===== config.mk =====
export PLATFORM = sky130hd
export DESIGN_NAME = pipe_ctrl
export DESIGN_NICKNAME = d
export VERILOG_FILES = /design/src/rtl/pipe_ctrl.sv
export SDC_FILE = /design/constraint.sdc
export NUM_CORES = 1
export LEC_CHECK = 0
export BUFFER_PORTS_ARGS = -buffer_cell sky130_fd_sc_hd__buf_2
export CAP_MARGIN = 40
export CORE_MARGIN = 4
export CORE_UTILIZATION = 49
export CTS_CLUSTER_DIAMETER = 50
export DETAILED_ROUTE_END_ITERATION = 10
export GPL_ROUTABILITY_DRIVEN = 0
export PLACE_DENSITY = 0.78
export SLEW_MARGIN = 5
export SYNTH_ARGS = -nofsm -noshare
export SYNTH_HDL_FRONTEND = slang
export SYNTH_SLANG_ARGS = --single-unit

===== constraint.sdc =====
create_clock -name clk -period 7.4 [get_ports clk]
set_clock_uncertainty 0.15 [all_clocks]
set_input_delay 0.74 -clock clk [delete_from_list [all_inputs] [get_ports clk]]
set_output_delay 0.74 -clock clk [all_outputs]
set_load 0.005 [all_outputs]

===== src/rtl/pipe_ctrl.sv =====
// Pipeline control: arbitrates execute redirects, traps and stall sources, and
// produces PC jump/pause plus IF/ID and ID/EX flush controls.
module pipe_ctrl #(
    parameter int XLEN = 32
) (
    input  logic            clk,
    input  logic            rst,
    input  logic            ex_jump,
    input  logic [XLEN-1:0] ex_jump_addr,
    input  logic            trap_req,
    input  logic [XLEN-1:0] trap_vec,
    input  logic            load_use,
    input  logic            div_busy,
    input  logic            bus_busy,
    output logic            jump,
    output logic [XLEN-1:0] jump_addr,
    output logic            pause,
    output logic            flush_if,
    output logic            flush_id,
    output logic            trap_ack,
    output logic [1:0]      state,
    output logic [31:0]     stall_cycles
);

    typedef enum logic [1:0] {
        RUN    = 2'd0,
        HOLD   = 2'd1,
        TFLUSH = 2'd2,
        TJUMP  = 2'd3
    } state_t;

    state_t          cur, nxt;
    logic [XLEN-1:0] pend_addr;
    logic [XLEN-1:0] trap_addr;
    logic            latch_pend;
    logic            latch_trap;

    // State register plus the redirect targets captured on the way into HOLD/TFLUSH.
    always_ff @(posedge clk or posedge rst) begin
        if (rst) begin
            cur          <= RUN;
            pend_addr    <= '0;
            trap_addr    <= '0;
            stall_cycles <= '0;
        end else begin
            cur <= nxt;
            if (latch_pend) pend_addr <= ex_jump_addr;
            if (latch_trap) trap_addr <= trap_vec;
            if (pause)      stall_cycles <= stall_cycles + 32'd1;
        end
    end

    always_comb begin
        nxt = cur;
        unique case (cur)
            RUN: begin
                if (trap_req)                 nxt = TFLUSH;
                else if (ex_jump && bus_busy) nxt = HOLD;
            end
            HOLD:   if (!bus_busy) nxt = RUN;
            TFLUSH: nxt = TJUMP;
            TJUMP:  nxt = RUN;
            default: nxt = RUN;
        endcase
    end

    always_comb begin
        jump       = 1'b0;
        jump_addr  = '0;
        pause      = 1'b0;
        flush_if   = 1'b0;
        flush_id   = 1'b0;
        trap_ack   = 1'b0;
        latch_pend = 1'b0;
        latch_trap = 1'b0;
        unique case (cur)
            RUN: begin
                // Trap wins; a same-cycle execute redirect is dropped.
                if (trap_req) begin
                    latch_trap = 1'b1;
                end else if (ex_jump && !bus_busy) begin
                    jump      = 1'b1;
                    jump_addr = ex_jump_addr;
                    flush_if  = 1'b1;
                    flush_id  = 1'b1;
                end else if (ex_jump) begin
                    latch_pend = 1'b1;
                    pause      = 1'b1;
                    flush_if   = 1'b1;
                    flush_id   = 1'b1;
                end else begin
                    pause    = load_use | div_busy | bus_busy;
                    flush_id = load_use;
                end
            end
            HOLD: begin
                if (bus_busy) begin
                    pause    = 1'b1;
                    flush_if = 1'b1;
                end else begin
                    jump      = 1'b1;
                    jump_addr = pend_addr;
                end
            end
            TFLUSH: begin
                pause    = 1'b1;
                flush_if = 1'b1;
                flush_id = 1'b1;
            end
            TJUMP: begin
                jump      = 1'b1;
                jump_addr = trap_addr;
                trap_ack  = 1'b1;
            end
            default: ;
        endcase
        // The PC gives jump priority, so never ask it to pause at the same time.
        if (jump) pause = 1'b0;
    end

    assign state = cur;

endmodule


==> summary.txt <==
Pwr
  • Comb pwr share: 35.5%
  • LEAKAGE: 2.976 nW
  • Sw frac: 32.95%
  • Pwr Density: 332.3 mW/mm^2
  • Power after layout: 0.001877 W
  • Internal power: 0.001259 W
  • VDD IR-drop max: 151.7 uV
  • Part of the power in registers: 46.2%
  • P_sw: 0.0006187 W
  • Clock share of power: 18.3%

Setup path
  • WP data arrival: 2.32 ns
  • Crit path from: ex_jump
  • Max Fanout on Critical Path: 19
  • Worst path cell trace: buf_2 > nor2b_2 > and3b_1 > buf_16 > a222oi_1 > nor2_1 > buf_2
  • Critical path's most frequent cell: buf_2
  • CP delay by family, top: simple AND/OR/NAND/NOR gates
  • WP depth: 7
  • Largest stage delay, worst path: 0.63 ns
  • CP Buf/Inv Count: 3
  • Reg2reg path depth: 4
  • Reg2reg setup slack: 4.97 ns
  • Worst r2r src: state[0]$_DFFE_PP0P_
  • Reg2reg end: trap_addr[21]$_DFFE_PP0P_
  • CP max-delay cell: and3b_1
  • CP endpoint: jump_addr[16]
  • Critical path class: in -> out
  • Worst setup SP type: input pin
  • WP data required: 6.51 ns
  • Setup crit end kind: output pin

CTS
  • H-tree Lvls: 3
  • CTS Buf Count: 9
  • Post-CTS setup buffer count: 0
  • CTS clk-pin slew, worst paths: 0.09 ns
  • Hold_buf cts: 0
  • Worst-Skew Late Latency: 0.35 ns
  • Post-CTS Resized: 0
  • CTS max path bufs: 2
  • Clock sink count: 98
  • CTS tree: built
  • Clk Tree Root Cell: clkbuf_8

STA
  • Period Utilization, post-route: 43.32%
  • Actual slew at the worst max-slew pin: 0.7278 ns
  • Post-route minimum period: 3.206 ns
  • Maximum clock rate: 311.9 MHz
  • RSZ-0062 raised after global routing: no
  • Final Hold Fails: 0
  • Hold Slack: 0.2806 ns
  • Final Slew Violations: 0
  • # setup viols final: 0
  • Relative slew slack: 51.48%
  • Fin worst setup slack: 4.194 ns
  • Fin Setup TNS: 0 ns

Yosys
  • Mean Syn Cell Area: 12.32 sq um
  • Register area share after synthesis: 53.10%
  • Mapped cell area: 0.004618 sq mm
  • Post-Syn Instances: 375
  • Post-synthesis cell type count: 36
  • Post-synth EDFFs: 0
  • Async SR Flop Fraction: 100.0%
  • Net Count, Synth: 447
  • Synth Register Bits: 98
  • Top cell type's share of synthesized area: 53.10%
  • Primary FF master, synth: dfrtp_1
  • Top cells by area, synth: dfrtp_1 (53%), mux2_2 (16%), a222oi_1 (6.9%)
  • Synth warn: 0
  • Post-synth top area cell: dfrtp_1

Routing
  • TritonRoute pass-1 iters: 6
  • DR vias/cell: 5.626
  • Total number of vias: 3516
  • Wire length per cell: 17.25 microns
  • Routed Antenna Nets: 0
  • Routed WL: 10.78 mm
  • Initial DRC count: 294
  • DRC: 0

Global routing
  • First-pass GRT wire length: 17.93 mm
  • GRT Total Usage: 20.02%
  • Largest net degree at the start of global routing: 58
  • Vias in the first global route: 3582
  • Initial antenna violation count: 0
  • Grt ovf: 0

Floorplan
  • Starting Density: 50.22%
  • Die area: 0.01104 sq mm
  • Ports: 142
  • Row count: 35
  • Die outline width: 105.1 microns
  • Die Y: 105.1 microns
  • Core box area: 0.009196 sq mm

Run status
  • Run status: complete, no violations

Placement
  • I/O Buffers: 141
  • Dpl ws: 4.207 ns
  • HPWL Detailed: 7.892 mm
  • Placed cell areas: 0.005459 sq mm

Layout
  • Commonest non-fill, non-tap cell in the layout: buf_2
  • Fillers: 785
  • N_diodes: 0
  • Layout area overhead: 22.35%
  • Design Area, Final: 0.005650 sq mm
  • Most frequent cells in the layout: buf_2 (141), dfrtp_1 (98), mux2_2 (64), a222oi_1 (32), inv_1 (30)
  • Layout cell share with drive strength beyond 1: 46.89%
  • Fin nets: 582

Min path
  • Hold Path Class: in -> async

Job
  • Max Cap Violations: 0
power groups by stage:
| stage | sequential (W) | clock, W | combinational, W |
|---|---|---|---|
| detailed placement | 0.000880 | 0 | 0.000673 |
| global placement | 0.000865 | 0 | 0.000633 |
| floorplan | 0.000832 | 0 | 0.000462 |
| finish | 0.000868 | 0.000344 | 0.000666 |
| CTS | 0.000867 | 0.000354 | 0.000675 |
| global route | 0.000898 | 0.000376 | 0.000737 |
stage by stage:
step                cells  utilization [%]
floorplan             375                -
global placement      606            58.30
detailed placement    610            59.36
CTS                   625            61.44
global route          625            61.44
finish                625            61.44
routing by layer:
metal | part of all wire [%] | vias up | global-route usage (%) | routed length [microns]
met2 | 49 | 126 | 32.91 | 5329
li1 | - | 1636 | - | -
met4 | 2.1 | 0 | 8.716 | 224
met1 | 43 | 1738 | 25.60 | 4590
met5 | 0 | - | 0 | 0
met3 | 5.9 | 16 | 4.138 | 636
kinds of logic after synthesis:
group           count (synthesis)  synth area share [%]
buf+inv                        54                 5.202
mux                            65                 15.85
xor+xnor                       31                 5.879
compound gates                 41                 8.128
flops                          98                 53.10
simple gates                   85                 11.57
fa+ha+maj                       1                0.2709
synth_stat cells, types with 6 or more instances:
| library cell | number |
|---|---|
| inv_1 | 31 |
| mux2_2 | 64 |
| nand3_1 | 13 |
| dfrtp_1 | 98 |
| buf_2 | 12 |
| xnor2_1 | 17 |
| a222oi_1 | 32 |
| clkbuf_1 | 6 |
| nand4_1 | 14 |
| and3_1 | 12 |
| nor2_1 | 19 |
| xor2_1 | 14 |
sequential cells by signal (all words and copies together) (netlist names):
| register | flops |
|---|---|
| pend_addr | 32 |
| stall_cycles | 32 |
| state | 2 |
| trap_addr | 32 |
worst register-to-register path, cell delays in order, from the launching register on:
cell and delay (ns):
dfrtp_1 0.52, nor2_1 0.24, and2_1 0.63, buf_4 0.40
mux2_2 0.38
layout make-up:
| cell class | instances | area, sq um | area share (%) |
|---|---|---|---|
| Sequential cell | 98 | 2452 | 43.40 |
| Tap cell | 111 | 138.9 | 2.458 |
| Multi-Input combinational cell | 223 | 1931 | 34.17 |
| Timing Repair Buffer | 147 | 818.3 | 14.48 |
| Clock buffer | 10 | 127.6 | 2.259 |
| Clock inverter | 5 | 63.81 | 1.129 |
| Inverter | 31 | 118.9 | 2.104 |
how the worst min path moves through the flow:
stage / to / from
after floorplan: trap_addr[27]$_DFFE_PP0P_ / trap_addr[27]$_DFFE_PP0P_
after global placement: stall_cycles[31]$_DFFE_PP0P_ / stall_cycles[31]$_DFFE_PP0P_
after detailed placement: stall_cycles[31]$_DFFE_PP0P_ / stall_cycles[31]$_DFFE_PP0P_
after CTS: trap_addr[3]$_DFFE_PP0P_ / rst
after global routing: pend_addr[24]$_DFFE_PP0P_ / rst
final: trap_addr[3]$_DFFE_PP0P_ / rst
No activity file was read; power rests on OpenSTA's default activity.
